[src/rtl/rast_pipe_stall_pkg.sv]
// Shared rasterizer parameters: stage counts, field widths
// and the occupancy-width helper used by the delay lines.
package rast_params;

  localparam int SIGFIG = 24;
  localparam int AXIS   = 2;
  localparam int VERTS  = 3;
  localparam int COLORS = 8;

  localparam int PIPES_BOX    = 3;
  localparam int PIPES_ITER   = 2;
  localparam int PIPES_HASH   = 4;
  localparam int PIPES_SAMPLE = 2;

  function automatic int occ_w(input int depth);
    return $clog2(depth + 1);
  endfunction

endpackage

[src/rtl/rast_pipe_stall_stage.sv]
// One valid+payload register of the stalling delay line.
// Payload only loads on a valid arrival to limit toggling.
import rast_params::*;

module rast_pipe_stage #(
  parameter int WIDTH = 8
) (
  input  logic             clk,
  input  logic             rst,
  input  logic             clr,
  input  logic             adv,
  input  logic             v_nxt,
  input  logic [WIDTH-1:0] d_nxt,
  output logic             v,
  output logic [WIDTH-1:0] d
);

  always_ff @(posedge clk or posedge rst) begin
    if (rst) begin
      v <= 1'b0;
    end else if (clr) begin
      v <= 1'b0;
    end else if (adv) begin
      v <= v_nxt;
    end
  end

  always_ff @(posedge clk or posedge rst) begin
    if (rst) begin
      d <= '0;
    end else if (!clr && adv && v_nxt) begin
      d <= d_nxt;
    end
  end

endmodule

[src/rtl/rast_pipe_stall.sv]
// Back-pressured delay line with bubble collapsing,
// synchronous flush and registered occupancy count.
import rast_params::*;

module rast_pipe_stall #(
  parameter int WIDTH = SIGFIG * AXIS * VERTS,
  parameter int DEPTH = PIPES_BOX,
  localparam int OW   = occ_w(DEPTH)
) (
  input  logic             clk,
  input  logic             rst,
  input  logic             in_valid,
  input  logic [WIDTH-1:0] in_data,
  output logic             in_ready,
  output logic             out_valid,
  output logic [WIDTH-1:0] out_data,
  input  logic             out_ready,
  input  logic             flush,
  output logic [OW-1:0]    occupancy
);

  logic [DEPTH-1:0] v;
  logic [DEPTH-1:0] adv;
  logic [WIDTH-1:0] d [DEPTH];
  logic             in_xfer;
  logic             out_xfer;
  logic [OW-1:0]    occ_nxt;

  // A stage advances if anything from it downstream can move.
  always_comb begin
    logic a;
    a = out_ready | ~v[DEPTH-1];
    adv = '0;
    adv[DEPTH-1] = a;
    for (int i = DEPTH - 2; i >= 0; i--) begin
      a = a | ~v[i];
      adv[i] = a;
    end
  end

  assign in_ready  = adv[0] & ~flush;
  assign out_valid = v[DEPTH-1] & ~flush;
  assign out_data  = d[DEPTH-1];
  assign in_xfer   = in_valid & in_ready;
  assign out_xfer  = out_valid & out_ready;

  for (genvar i = 0; i < DEPTH; i++) begin : g_stg
    logic             vs;
    logic [WIDTH-1:0] ds;
    if (i == 0) begin : g_head
      assign vs = in_valid;
      assign ds = in_data;
    end else begin : g_body
      assign vs = v[i-1];
      assign ds = d[i-1];
    end
    rast_pipe_stage #(
      .WIDTH (WIDTH)
    ) u_stg (
      .clk   (clk),
      .rst   (rst),
      .clr   (flush),
      .adv   (adv[i]),
      .v_nxt (vs),
      .d_nxt (ds),
      .v     (v[i]),
      .d     (d[i])
    );
  end

  // Transfers conserve payloads, so the count tracks popcount(v).
  always_comb begin
    occ_nxt = occupancy + OW'(in_xfer) - OW'(out_xfer);
    if (flush) occ_nxt = '0;
  end

  always_ff @(posedge clk or posedge rst) begin
    if (rst) begin
      occupancy <= '0;
    end else begin
      occupancy <= occ_nxt;
    end
  end

endmodule

[config.mk]
export PLATFORM = sky130hd
export DESIGN_NAME = rast_pipe_stall
export DESIGN_NICKNAME = d
export VERILOG_FILES = /design/src/rtl/rast_pipe_stall_pkg.sv /design/src/rtl/rast_pipe_stall_stage.sv /design/src/rtl/rast_pipe_stall.sv
export SDC_FILE = /design/constraint.sdc
export NUM_CORES = 1
export LEC_CHECK = 0
export CAP_MARGIN = 20
export CORE_MARGIN = 2
export CORE_UTILIZATION = 52
export DETAILED_ROUTE_END_ITERATION = 16
export PLACE_DENSITY = 0.79
export SYNTH_ARGS = -nofsm -noshare
export SYNTH_HDL_FRONTEND = slang
export SYNTH_SLANG_ARGS = --single-unit
[constraint.sdc]
create_clock -name clk -period 17.5 [get_ports clk]
set_input_delay 3.5 -clock clk [delete_from_list [all_inputs] [get_ports clk]]
set_output_delay 3.5 -clock clk [all_outputs]
set_load 0.005 [all_outputs]
==> results by stage <==
Job:
- The max-capacitance violation count is 0.

Logic synthesis:
- The fraction of synthesized cell area taken by the top area cell type is 67.3%.
- The post-synthesis sequential area ratio is 67.3%.
- Synthesis inferred 437 register bits.
- The synthesized area divided by synthesized cell count is 17.3 um^2.
- Among all flip-flop cells after synthesis, the most frequent one is dfrtp_1.
- During synthesis, Yosys emitted a total of 0 warnings.
- Yosys attributes the largest share of cell area to dfrtp_1, mux2_2, mux2_1.
- Synthesis instantiated 18 different standard cells from the library.
- The top cell type by total area after synthesis is dfrtp_1.
- The number of nets produced by synthesis is 1092.
- Counting flops with an async set or reset pin after synthesis yields a share of 100%.
- The number of instances in the synthesized netlist is 941.
- The commonest cells after synthesis are dfrtp_1, mux2_2, mux2_1, buf_2, buf_6.
- The number of enable-type register cells in the synthesized netlist is 0.
- By instance count, the leading cell after synthesis is dfrtp_1.
- In this run the cell area of the synthesized design comes to 0.0162 mm^2.

Clocking:
- The clock tree from TritonCTS is done.
- The buffer cell driving the clock tree root is clkbuf_16.
- The H-tree depth reported by CTS is 2.
- The total of hold buffers inserted after clock tree synthesis is 0.
- The clock tree buffer depth is 3.
- Once the clock tree was built, the resizer swapped 0 gates to a different size.
- The total setup buffers inserted after CTS is 0.
- The clock reaches the later pin of the worst-skew pair after between 500 and 600 ps.
- Clock-pin slew was measured on the worst setup and hold paths at 60 ps.
- Clock tree synthesis inserted a total of 45 buffers.
- The clock net in this run drives a total of 437 sinks.

Worst setup path:
- The launching element of the worst setup path is out_ready.
- The setup slack of the worst register-to-register path is between 10000 and 15000 ps.
- The delay of the slowest cell on the worst path is between 600 and 700 ps.
- The reg-to-reg startpoint is g_stg[1].u_stg.v$_DFFE_PP0P_.
- The launching element type of the critical path is an input pin.
- The end of the worst register-to-register path is g_stg[0].u_stg.d[81]$_DFFE_PP0P_.
- For the worst setup path, the data arrival time is 4990 ps.
- The worst setup path is captured at a primary output.
- The logic depth of the worst path, buffers included is 4.
- The number of cell instances on the worst register-to-register path is 5.
- The most numerous cell on the critical path is clkdlybuf4s50_1.
- Of all nets on the critical path, the largest fanout is 3.
- For the worst setup path, the data required time is 14000 ps.
- The signal on the critical path passes through clkdlybuf4s50_1 -> and4b_1 -> nor2_1 -> clkdlybuf4s50_1.
- The critical path is of the input pin to primary output type.
- The end point of the critical path is in_ready.
- The kind of cell with the highest combined delay along the critical path is buffers and inverters.
- The critical path contains buffers and inverters numbering 2 combined.
- The critical-path cell with the highest stage delay is clkdlybuf4s50_1.

Drt:
- After detailed routing, the number of remaining DRC violations is 0.
- For this block, the initial DRC count from the detailed router was 310.
- Dividing the detail-routed wire length by the instance count gives between 15 and 20 um.
- The length of the first detailed-routing pass in iterations is 4.
- The count of nets left with antenna violations after detail routing is 0.
- The total vias in the final route is 8771.
- The via density per instance is 5.23.
- The total wire length is 31600 um.

Floorplan:
- The total area inside the core boundary comes to 0.0307 mm^2.
- The initial utilization of the core area, before any placement, comes to 53.0%.
- The die area is 0.0327 mm^2.
- The number of core rows is 64.
- 297 I/O pins were placed.
- The horizontal die dimension is around 180 um.
- The die is roughly 180 um tall.

Global routing:
- The pin count of the biggest net entering global routing is 146.
- The number of antenna violations at the first check in global routing is 4.
- Across every metal layer, demand over resource in global routing totals between 10% and 20%.
- The number of global-route vias before repair is approximately 9400.
- Global routing finished with a remaining overflow of 0.
- The wire length of the first global-routing pass is 51100 um.

Place:
- The count of buffers inserted at the top-level ports is between 200 and 300.
- Once detailed placement completed, the half-perimeter wirelength came to roughly 20000 um.
- Prior to clock tree synthesis, the placed netlist has a worst setup slack of 8990 ps.
- Routability-driven placement finished with a final weighted congestion of 0.720.

Timing:
- The worst path setup slack after routing is about 9000 ps.
- The number of hold violations in the final report is 0.
- The achievable clock frequency is between 0.1 and 0.15 GHz.
- Setup repair after global routing left no endpoint under its margin.
- Setup violations remaining at the end of the flow were counted as 0.
- The worst clock skew is 16.9 ps.
- The count of pins over their slew limit is 0.
- The minimum period implied by the final worst setup slack is 8490 ps.
- Headroom to the max-slew limit came out at 30.1%.
- The portion of the clock cycle consumed by the worst path in the final layout is 48.5%.
- After routing, the total negative slack on setup checks comes to 0 ps.
- The worst-margin pin slew is 1050 ps.

Finish:
- The area growth from synthesis to layout is 29.6%.
- The layout has 2092 filler cells.
- The net count of the finished layout is 1397.
- Cells with a size suffix above 1 make up 36.5% of the layout.

Power and ir drop:
- The completed layout was analyzed and its total power is 3080 uW.
- Across the VDD grid, the largest voltage drop is 0.0877 mV.
- For this design the static power due to leakage is 0.00916 uW.
- The power density normalized to cell area is 146 mW/mm^2.

Worst hold path:
- The min-delay analysis places its worst path in the category flip-flop to flip-flop.

Outcome:
- The run finished with clean final reports.
-- registers in the layout (all words and copies together), names as in the netlist --
signal         cells
occupancy          2
g_stg.u_stg.v      3
g_stg.u_stg.d    432
-- cell type report --
class | instances | area [um^2] | area share, %
Tap cell | 396 | 495 | 2.35
Antenna cell | 2 | 5.00 | 0.0238
Inverter | 3 | 18.8 | 0.0892
Clock buffer | 67 | 1340 | 6.37
Timing Repair Buffer | 307 | 3070 | 14.6
Multi-Input combinational cell | 452 | 5010 | 23.8
Clock inverter | 13 | 173 | 0.820
Sequential cell | 437 | 10900 | 52.0
-- layout by cell type (no fill, tap or decap), types with 2 or more instances in the layout --
cell type | netlist | routed
diode_2 | 0 | 2
clkbuf_16 | 0 | 47
nor2b_1 | 3 | 3
clkdlybuf4s50_1 | 0 | 296
nor2_1 | 7 | 7
or3b_4 | 0 | 2
ha_1 | 2 | 2
clkbuf_1 | 0 | 11
buf_4 | 1 | 10
inv_6 | 0 | 2
mux2_2 | 383 | 383
inv_1 | 3 | 2
bufinv_16 | 0 | 4
dfrtp_1 | 437 | 437
mux2_1 | 49 | 49
clkbuf_8 | 0 | 9
clkinv_2 | 0 | 7
-- worst min path at each step --
| stage | start | to | slack (ps) | cells after the start |
|---|---|---|---|---|
| 4_1_cts | g_stg[0].u_stg.d[44]$_DFFE_PP0P_ | g_stg[0].u_stg.d[44]$_DFFE_PP0P_ | 490 | 1 |
| 3_3_place_gp | g_stg[0].u_stg.d[20]$_DFFE_PP0P_ | g_stg[0].u_stg.d[20]$_DFFE_PP0P_ | 470 | 1 |
| 2_1_floorplan | g_stg[0].u_stg.d[10]$_DFFE_PP0P_ | g_stg[0].u_stg.d[10]$_DFFE_PP0P_ | 460 | 1 |
| 6_report | g_stg[0].u_stg.d[44]$_DFFE_PP0P_ | g_stg[0].u_stg.d[44]$_DFFE_PP0P_ | 490 | 1 |
| 3_5_place_dp | g_stg[0].u_stg.d[44]$_DFFE_PP0P_ | g_stg[0].u_stg.d[44]$_DFFE_PP0P_ | 480 | 1 |
| 5_1_grt | g_stg[0].u_stg.d[8]$_DFFE_PP0P_ | g_stg[0].u_stg.d[8]$_DFFE_PP0P_ | 500 | 1 |
-- kinds of logic (layout without fill, tap and decap cells) --
family / after synthesis / after routing / share of synthesized area, %
compound gates: 2 / 2 / 0.0847
xor+xnor: 2 / 2 / 0.108
fa+ha+maj: 2 / 2 / 0.154
buf+inv: 52 / 390 / 1.90
flops: 437 / 437 / 67.3
mux: 432 / 432 / 29.9
other cells: 0 / 2 / 0
simple gates: 14 / 14 / 0.485
-- per-stage QoR --
stage	instances	hold slack [ps]	utilization, %	area (um^2)
6_report	1677	487	68.6	21000
5_1_grt	1675	501	68.6	21000
4_1_cts	1674	493	68.5	21000
3_5_place_dp	1594	480	63.6	19500
3_3_place_gp	1594	469	63.6	19500
2_1_floorplan	941	460	-	16200
-- where the power goes --
| part | leakage, uW | total, uW | internal, uW | switching, uW |
|---|---|---|---|---|
| Combinational | 0.00318 | 681 | 473 | 208 |
| Clock | 0.000750 | 961 | 588 | 372 |
| Sequential | 0.00523 | 1430 | 1290 | 139 |
-- per-layer routing --
layer | share of wire (%) | up-vias | global-route usage [%]
met5 | 0.086 | - | 0
met2 | 48 | 224 | 32.0
li1 | - | 3955 | -
met4 | 2.3 | 4 | 5.13
met3 | 8.2 | 61 | 6.91
met1 | 41 | 4527 | 24.8
No activity file was read; power rests on OpenSTA's default activity.
